`src/rtl/sm_bot_pkg.sv`:
```
// Shared types and constants for the line-sensor ADC reader.
// Latency: none, declarations and pure helper functions only.
// Backpressure: none.
package sm_bot_pkg;

    // Frame sequencer states.
    typedef enum logic [2:0] {
        IDLE,
        CS_SETUP,
        SHIFT,
        CS_HOLD,
        GAP
    } adc_state_t;

    // ADC input channel wired to each line sensor.
    localparam logic [1:0] CH_LEFT   = 2'd0;
    localparam logic [1:0] CH_CENTRE = 2'd1;
    localparam logic [1:0] CH_RIGHT  = 2'd2;

    // Full-scale reference of the ADC in millivolts.
    localparam int ADC_VREF_MV = 3300;

    // One frame is 16 SCK periods; the first 4 carry no conversion data.
    localparam int FRAME_BITS     = 16;
    localparam int FIRST_DATA_BIT = 4;

    // Round-robin over the three sensor channels.
    function automatic logic [1:0] next_ch(input logic [1:0] ch);
        return (ch == CH_RIGHT) ? CH_LEFT : ch + 2'd1;
    endfunction

    // Address bit presented on DIN for bit slot k: ADD2..ADD0 in slots 2..4.
    function automatic logic addr_bit(input logic [3:0] k, input logic [1:0] ch);
        logic [2:0] addr;
        logic       b;
        addr = {1'b0, ch};
        b    = 1'b0;
        case (k)
            4'd2:    b = addr[2];
            4'd3:    b = addr[1];
            4'd4:    b = addr[0];
            default: b = 1'b0;
        endcase
        return b;
    endfunction

    // Raw 12-bit code to millivolts, truncating; full scale maps to 3299.
    function automatic logic [11:0] scale_mv(input logic [11:0] code);
        logic [23:0] prod;
        prod = {12'd0, code} * 24'(ADC_VREF_MV);
        return prod[23:12];
    endfunction

endpackage

```
`src/rtl/adc_clk_div.sv`:
```
// Free-running SCK half-period tick generator: one-clock tick every CLK_DIV clocks.
// Latency: first tick CLK_DIV clocks after reset release.
// Backpressure: none, the tick cadence is fixed.
module adc_clk_div #(
    parameter int CLK_DIV = 25
) (
    input  logic clk,
    input  logic rst_n,
    output logic tick
);

    localparam int            CW   = (CLK_DIV > 1) ? $clog2(CLK_DIV) : 1;
    localparam logic [CW-1:0] LAST = CW'(CLK_DIV - 1);

    logic [CW-1:0] cnt;

    // Count 0..CLK_DIV-1 and wrap; the wrap clock is the tick.
    always_ff @(posedge clk or negedge rst_n) begin
        if (!rst_n) begin
            cnt <= '0;
        end else if (cnt == LAST) begin
            cnt <= '0;
        end else begin
            cnt <= cnt + CW'(1);
        end
    end

    assign tick = (cnt == LAST);

endmodule

```
`src/rtl/adc_line_sensor_reader.sv`:
```
// Scans ADC ch0..ch2 over SPI round-robin into in0..in2; data_valid marks a complete scan.
// Latency: result written one clock after the last SCK rising edge of a frame.
// Backpressure: none; build option ADC_MV_SCALE_EN stores millivolts instead of raw codes.
module adc_line_sensor_reader
    import sm_bot_pkg::*;
#(
    parameter int CLK_DIV   = 25,
    parameter int FRAME_GAP = 2
) (
    input  logic        clk_50M,
    input  logic        reset_n,
    input  logic        adc_dout,
    output logic        adc_cs_n,
    output logic        adc_sck,
    output logic        adc_din,
    output logic [11:0] in0,
    output logic [11:0] in1,
    output logic [11:0] in2,
    output logic        data_valid
);

    localparam int            GW       = (FRAME_GAP > 1) ? $clog2(FRAME_GAP) : 1;
    localparam logic [GW-1:0] GAP_LAST = GW'(FRAME_GAP - 1);

    adc_state_t    state;
    logic          tick;
    logic [3:0]    bit_idx;
    logic [GW-1:0] gap_cnt;
    logic [11:0]   shreg;
    logic          wr_pend;
    logic [1:0]    ptr;       // channel whose conversion arrives in the current frame
    logic [1:0]    addr_ch;   // channel requested during the current frame
    logic          got0;
    logic          got1;
    logic [11:0]   result;

    adc_clk_div #(.CLK_DIV(CLK_DIV)) u_clk_div (
        .clk   (clk_50M),
        .rst_n (reset_n),
        .tick  (tick)
    );

    // The ADC returns the channel requested one frame earlier.
    assign addr_ch = next_ch(ptr);

`ifdef ADC_MV_SCALE_EN
    assign result = scale_mv(shreg);
`else
    assign result = shreg;
`endif

    // Frame sequencer: every tick moves CS/SCK/DIN by one half-period.
    always_ff @(posedge clk_50M or negedge reset_n) begin
        if (!reset_n) begin
            state    <= IDLE;
            adc_cs_n <= 1'b1;
            adc_sck  <= 1'b1;
            adc_din  <= 1'b0;
            bit_idx  <= '0;
            gap_cnt  <= '0;
            shreg    <= '0;
            wr_pend  <= 1'b0;
        end else begin
            wr_pend <= 1'b0;
            if (tick) begin
                case (state)
                    IDLE: begin
                        state    <= CS_SETUP;
                        adc_cs_n <= 1'b0;
                    end
                    CS_SETUP: begin
                        // First falling edge opens bit slot 0, which carries no address.
                        state   <= SHIFT;
                        adc_sck <= 1'b0;
                        adc_din <= 1'b0;
                        bit_idx <= '0;
                    end
                    SHIFT: begin
                        adc_sck <= ~adc_sck;
                        if (adc_sck) begin
                            adc_din <= addr_bit(bit_idx, addr_ch);
                        end else begin
                            if (bit_idx >= 4'(FIRST_DATA_BIT)) begin
                                shreg <= {shreg[10:0], adc_dout};
                            end
                            if (bit_idx == 4'(FRAME_BITS - 1)) begin
                                state   <= CS_HOLD;
                                wr_pend <= 1'b1;
                            end else begin
                                bit_idx <= bit_idx + 4'd1;
                            end
                        end
                    end
                    CS_HOLD: begin
                        state    <= GAP;
                        adc_cs_n <= 1'b1;
                        gap_cnt  <= '0;
                    end
                    GAP: begin
                        if (gap_cnt == GAP_LAST) begin
                            state    <= CS_SETUP;
                            adc_cs_n <= 1'b0;
                        end else begin
                            gap_cnt <= gap_cnt + GW'(1);
                        end
                    end
                    default: begin
                        state <= IDLE;
                    end
                endcase
            end
        end
    end

    // Commit a finished word to its sensor register and flag completed scans.
    always_ff @(posedge clk_50M or negedge reset_n) begin
        if (!reset_n) begin
            in0        <= '0;
            in1        <= '0;
            in2        <= '0;
            data_valid <= 1'b0;
            ptr        <= CH_LEFT;
            got0       <= 1'b0;
            got1       <= 1'b0;
        end else begin
            data_valid <= 1'b0;
            if (wr_pend) begin
                case (ptr)
                    CH_LEFT: begin
                        in0  <= result;
                        got0 <= 1'b1;
                    end
                    CH_CENTRE: begin
                        in1  <= result;
                        got1 <= 1'b1;
                    end
                    CH_RIGHT: begin
                        in2 <= result;
                        if (got0 && got1) begin
                            data_valid <= 1'b1;
                            got0       <= 1'b0;
                            got1       <= 1'b0;
                        end
                    end
                    default: begin
                    end
                endcase
                ptr <= next_ch(ptr);
            end
        end
    end

endmodule

```
`config.mk`:
```
export PLATFORM = sky130hd
export DESIGN_NAME = adc_line_sensor_reader
export DESIGN_NICKNAME = d
export VERILOG_FILES = /design/src/rtl/sm_bot_pkg.sv /design/src/rtl/adc_clk_div.sv /design/src/rtl/adc_line_sensor_reader.sv
export SDC_FILE = /design/constraint.sdc
export NUM_CORES = 1
export LEC_CHECK = 0
export CAP_MARGIN = 20
export CORE_MARGIN = 2
export CORE_UTILIZATION = 45
export CTS_CLUSTER_DIAMETER = 120
export DETAILED_ROUTE_END_ITERATION = 6
export PLACE_DENSITY_LB_ADDON = 0.08
export SYNTH_ARGS = -nofsm -noshare
export SYNTH_HDL_FRONTEND = slang
export SYNTH_SLANG_ARGS = --single-unit
```
`constraint.sdc`:
```
create_clock -name clk_50M -period 2.5 [get_ports clk_50M]
set_clock_uncertainty 0.05 [all_clocks]
set_input_delay 0.5 -clock clk_50M [delete_from_list [all_inputs] [get_ports clk_50M]]
set_output_delay 0.5 -clock clk_50M [all_outputs]
set_load 0.01 [all_outputs]
```
======== After elaboration in Yosys (flattened, before gate mapping) ========
Index checks and enable logic that the tools add are counted.
W data, S select, Z words.
operators by class
  add/subtract/negate cells ............... 4
  multipliers ............................. 0
  div/mod/pow operators ................... 0
  magnitude comparators ................... 1
  equal/unequal tests ..................... 16
  shift-type cells ........................ 0
  multiplexer cells ....................... 27
  bitwise logic cells ..................... 1
  reduce and logical (&&, ||, !) cells .... 20
operator list
  cell                   number
  $pmux W3 S5            1
  $pmux W1 S2            6
  $reduce_and A3 Y1      4
  $reduce_and A4 Y1      3
  $mux W1                11
  $ne A2 B2 Y1 const B   5
  $reduce_and A2 Y1      5
  $mux W3                3
  $mux W4                2
  $pmux W4 S2            1
  $reduce_bool A2 Y1     4
  $eq A3 B2 Y1 const B   2
  $add A5 B1 Y5 const B  1
  $eq A5 B5 Y1 const B   1
  $mux W5                1
  $add A4 B1 Y4 const B  1
  $eq A4 B2 Y1 const B   1
  $eq A4 B3 Y1 const B   1
  $eq A4 B4 Y1 const B   1
  $ge A4 B3 Y1 const B   1
  $eq A3 B1 Y1 const B   1
  $eq A3 B3 Y1 const B   1
  $logic_not A3 Y1       1
  $pmux W1 S3            1
  other kinds (10)       10
word-level totals
  register bits after elaboration ......... 70
  latch bits .............................. 0
  RAM bits ................................ 0
  memory bits (read-only) ................. 0
  input port bits ......................... 3
  output and inout bits ................... 40
  word-level logic and storage cells ...... 85
  memories kept ........................... 0

======== Depth between registers and ports, before layout ========
  word-level depth ........................ 5
  mapped depth ............................ 7
  gate-level depth less buffers ........... 6

======== By module ========
From an unflattened synthesis, not the netlist that was laid out.
second synthesis, totals
  cells, all modules ...................... 223
  area, all modules ....................... 3001.6 µm²
by module, submodules not included
  module                  times used  cells an instance  area each (µm²)  seq. area each (µm²)
  adc_line_sensor_reader  1           199                2735.1           1629.1
  adc_clk_div             1           24                 266.5            125.1

======== Worst setup path after synthesis ========
OpenSTA, ideal clock, no wires.
  path type ............................... register to register
  start ................................... register u_clk_div.cnt[0]
  end ..................................... register shreg[10] (netlist: result[10])
  library setup time ...................... 0.125 ns
  arrival ................................. 1.830 ns
  data required time ...................... 2.325 ns
  slack ................................... 0.495 ns
  stages on the path, launching flop included .. 8
  path buffers ............................ 1
  period minus slack after synthesis ...... 2.005 ns
  cell sequence ........................... dfrtp_1 -> inv_1 -> ha_1 -> nand4b_1 -> or3_4 -> nor2_4 -> buf_8 -> mux2_4
between the ends
  longest elaborated chain between the ends .. 2
ends and longest elaborated chain
  element                             RTL line                      RTL
  start: declaration                  adc_clk_div.sv:15             logic [CW-1:0] cnt;
  start signal: assignment            adc_clk_div.sv:24             cnt <= cnt + CW'(1);
  $eq A5 B5 Y1                        adc_clk_div.sv:28             assign tick = (cnt == LAST);
  $reduce_and A4 Y1 (no source line)  -
  end signal: assignment              adc_line_sensor_reader.sv:84  shreg <= {shreg[10:0], adc_dout};
  end: declaration                    adc_line_sensor_reader.sv:29  logic [11:0] shreg;
No other way between the ends.
A chain may end at the register's enable or synchronous reset.

======== Worst setup path in the final report ========
  start ................................... register u_clk_div.cnt[0]
  end ..................................... register shreg[0] (netlist: result[0])
The elaborated chain is that of the path after synthesis.

==> metrics.log <==
INFO  metric timing_worst_slew_pin_value = 0.636 ns
INFO  metric cts.path.max_buffers = 2
INFO  metric timing.hold.ws = 0.128 ns
INFO  metric antenna-diode-count = 0
INFO  metric floorplan.rows = 29
INFO  metric synth_area = 2950 µm²
INFO  metric timing.critical_path.required = 2.67 ns
INFO  metric die-width = 84.9 µm
INFO  metric cts-buffers-inserted = 9
INFO  metric fin_total_pwr = 1.96 mW
INFO  metric setup.worst_path.end_class = register
INFO  metric detailed_place.area = 3490 µm²
INFO  metric synthesis.yosys.warnings = 0
INFO  metric synthesis.nets = 224
INFO  metric synth_top_area_share = 57.8%
INFO  metric outcome = complete, no violations
INFO  metric crit_arrival = 2.31 ns
INFO  metric timing.final.crit_share = a little under nine tenths
INFO  metric detail_route.first_pass.iterations = 4
INFO  metric clk_transition_reported_paths = 0.07 ns
INFO  metric cts_tree = done
INFO  metric drt-vias-per-instance = 5.10
INFO  metric total_congestion_overflow_after_global_routing = 0
INFO  metric drt_first_iter_violations = 44
INFO  metric routed-via-count = around 1800
INFO  metric worst_hold_path_type = in -> async
INFO  metric finalWorstPathRequiredPeriod = 2.14 ns
INFO  metric route.antenna.remaining_nets = 0
INFO  metric final.fill_count = 546
INFO  metric synth_top_area_cell = sky130_fd_sc_hd__dfrtp_1
INFO  metric syn-instance-count = 217
INFO  metric drc = 0
INFO  metric seq_power_share = 57.8%
INFO  metric start_kind = register
INFO  metric comb_power_share = under 10%
INFO  metric post-place-ws = about 0.37 ns
INFO  metric timing.max_slew.rel_slack = 57.5%
INFO  metric finalSetupViolCount = 0
INFO  metric layout-drive-gt1-share = 29.5%
INFO  metric power_switching_share = about 22%
INFO  metric place.port_buffers = 42
INFO  metric grt_pass1_vias = approximately 1800
INFO  metric power.clock.fraction = 40.8%
INFO  metric maximum_number_of_pins_on_one_net_before_global_route_repair = 71
INFO  metric sink_count_of_the_clock_tree = 70
INFO  metric quantity_of_hold_fixing_buffers_added_after_cts = 0
INFO  metric yosys-top-cells-area = sky130_fd_sc_hd__dfrtp_1, sky130_fd_sc_hd__mux2_2, sky130_fd_sc_hd__mux2_4
INFO  metric switching_power = 435 µW
INFO  metric critical_path_peak_fanout = 12
INFO  metric flow.area_growth_from_synthesis = 24.4%
INFO  metric grt_setup_unrepaired = false
INFO  metric tns = 0 ns
INFO  metric synth-seq-area-share = 59.6%
INFO  metric clock-root-buffer = sky130_fd_sc_hd__clkbuf_8
INFO  metric total_leakage_power = 1.74 nW
INFO  metric detail_route.wl_per_cell = 14.8 µm
INFO  metric initial_utilization = 46.4%
INFO  metric syn_area_per_cell = 13.6 µm²
INFO  metric dp.final_hpwl = between 3000 and 4000 µm
INFO  metric power_density = 535 nW/µm²
INFO  metric final_net_count = 277
INFO  metric clock.fmax = 467 MHz
INFO  metric routabilityCongestion = between 0.8 and 0.9
INFO  metric cts.htree.levels = 3
INFO  metric finalHoldViolations = 0
INFO  metric initial_antenna_violation_count = 0
INFO  metric clk_latency = between 0.3 and 0.4 ns
INFO  metric final-max-slew-violation-count = 0
INFO  metric timing.max_cap.violations = 0
INFO  metric core_region_area = around 6300 µm²
INFO  metric die_outline_area = 7210 µm²
INFO  metric detail_route.wirelength = 5200 µm
INFO  metric post_synthesis_register_bit_count = 70
INFO  metric footprint_of_the_flip_flops_and_latches = 1750 µm²
INFO  metric worstRegToRegCells = 7
INFO  metric post-cts-setup-buffers = 0
INFO  metric grt_use_total = 15.6%
INFO  metric critical_path_class = reg -> reg
INFO  metric peak_ir_drop_on_the_vdd_network = between 200 and 300 µV
INFO  metric power_report.internal_total = 1.52 mW
INFO  metric floorplan.io_pins = 43
INFO  metric chipHeight = 84.9 µm
INFO  metric design_area = 3660 µm²
INFO  metric layout_setup_ws = between 0.3 and 0.4 ns
INFO  metric yosysUniqueCellTypes = 39
INFO  metric multi_input_area = roughly 1100 µm²
INFO  metric post_cts_resized = 0
INFO  metric grt_pass1_wl = 8780 µm
==> final cells by class <==
type                    count  area share (%)
well taps                  77            2.63
repair buffers             49            13.1
inverters                  11            1.13
clock inverters             5           0.956
multi-input cells         129            30.5
clock buffers              11            3.86
flip-flops and latches     70            47.9
==> metal layers <==
metal | wire (µm) | track usage [%] | up-vias
met4 | 65 | 6.06 | 0
met3 | 185 | 4.57 | 5
met5 | 0 | 0 | -
li1 | - | - | 868
met1 | 2490 | 21.1 | 895
met2 | 2460 | 24.1 | 27
==> layout by cell type, fill, tap and decap left out, types with 3 or more instances in the layout <==
| cell type | Yosys | layout |
|---|---|---|
| sky130_fd_sc_hd__buf_4 | 0 | 6 |
| sky130_fd_sc_hd__nor2_1 | 8 | 8 |
| sky130_fd_sc_hd__dfrtp_1 | 68 | 68 |
| sky130_fd_sc_hd__clkbuf_8 | 0 | 10 |
| sky130_fd_sc_hd__inv_1 | 11 | 11 |
| sky130_fd_sc_hd__a21oi_1 | 4 | 4 |
| sky130_fd_sc_hd__o21ai_0 | 13 | 13 |
| sky130_fd_sc_hd__clkdlybuf4s50_1 | 0 | 41 |
| sky130_fd_sc_hd__nor2b_1 | 3 | 3 |
| sky130_fd_sc_hd__nand2_1 | 9 | 9 |
| sky130_fd_sc_hd__nand3b_1 | 3 | 3 |
| sky130_fd_sc_hd__mux2_4 | 10 | 10 |
| sky130_fd_sc_hd__nand4b_1 | 3 | 3 |
| sky130_fd_sc_hd__ha_1 | 4 | 4 |
| sky130_fd_sc_hd__nor3_1 | 4 | 3 |
| sky130_fd_sc_hd__mux2_2 | 40 | 40 |
| sky130_fd_sc_hd__nand3_1 | 3 | 3 |
==> worst max-delay path, cell delays in order, from the launching register on <==
cell and delay, ns:
sky130_fd_sc_hd__dfrtp_1 0.41, sky130_fd_sc_hd__inv_1 0.07, sky130_fd_sc_hd__ha_1 0.18, sky130_fd_sc_hd__nand4b_1 0.18, sky130_fd_sc_hd__or3_4 0.44, sky130_fd_sc_hd__nor2_4 0.10
sky130_fd_sc_hd__buf_4 0.24, sky130_fd_sc_hd__mux2_2 0.35
==> Yosys cell counts (all sizes together) <==
cell	n
nand3	3
and4b	1
nor3	4
o41ai	1
o22ai	2
buf	3
nor2b	3
nand3b	3
a2111oi	1
o21a	1
or3b	1
or4	1
nand2	9
a21o	2
inv	11
and2	1
ha	4
o21ai	13
nand4b	3
a21oi	4
xnor2	1
dfstp	2
or4b	1
xor2	2
or3	1
and3	1
clkbuf	4
nor2	9
a22o	2
dfrtp	68
nand4	1
mux2	50
nand2b	1
mux2i	2
or2	1
==> cell families after synthesis <==
logic type      Yosys count  synth area share [%]
compound gates           26                  5.27
xor+xnor                  3                 0.892
fa+ha+maj                 4                  1.70
buf+inv                  18                  2.72
flops                    70                  59.6
mux                      52                  21.1
simple gates             44                  8.79
==> state kept, by name, indices dropped and copies added (netlist names) <==
| signal | count |
|---|---|
| u_clk_div.cnt | 5 |
| in0 | 12 |
| data_valid | 1 |
| adc_din | 1 |
| wr_pend | 1 |
| ptr | 2 |
| got0 | 1 |
| bit_idx | 4 |
| gap_cnt | 1 |
| adc_cs_n | 1 |
| result | 12 |
| got1 | 1 |
| in1 | 12 |
| state | 3 |
| adc_sck | 1 |
| in2 | 12 |
==> path summary, 6_finish.rpt <==
kind / startpoint / endpoint / slack, ns
min in group clk_50M: got0 / got0 / 0.43
min reg2reg: got0 / got0 / 0.43
min: reset_n / in1[11] / 0.13
max reg2reg: u_clk_div.cnt[0] / result[0] / 0.36
max in group asynchronous: reset_n / adc_sck / 1.92
max: u_clk_div.cnt[0] / result[0] / 0.36
==> power groups by stage <==
stage	Clock (mW)	Sequential, mW	Combinational (mW)
after detailed placement	0	1.15	0.0291
after CTS	0.840	1.13	0.0291
after global routing	0.883	1.13	0.0322
after floorplan	0	1.15	0.0000137
final	0.800	1.13	0.0271
after global placement	0	1.15	0.0293
==> through the flow <==
step	std cells	utilization, %
after floorplan	217	-
after global placement	336	54.9
after detailed placement	336	54.9
after CTS	352	57.7
after global routing	352	57.7
final	352	57.7
(Power assumes the default switching activity.)
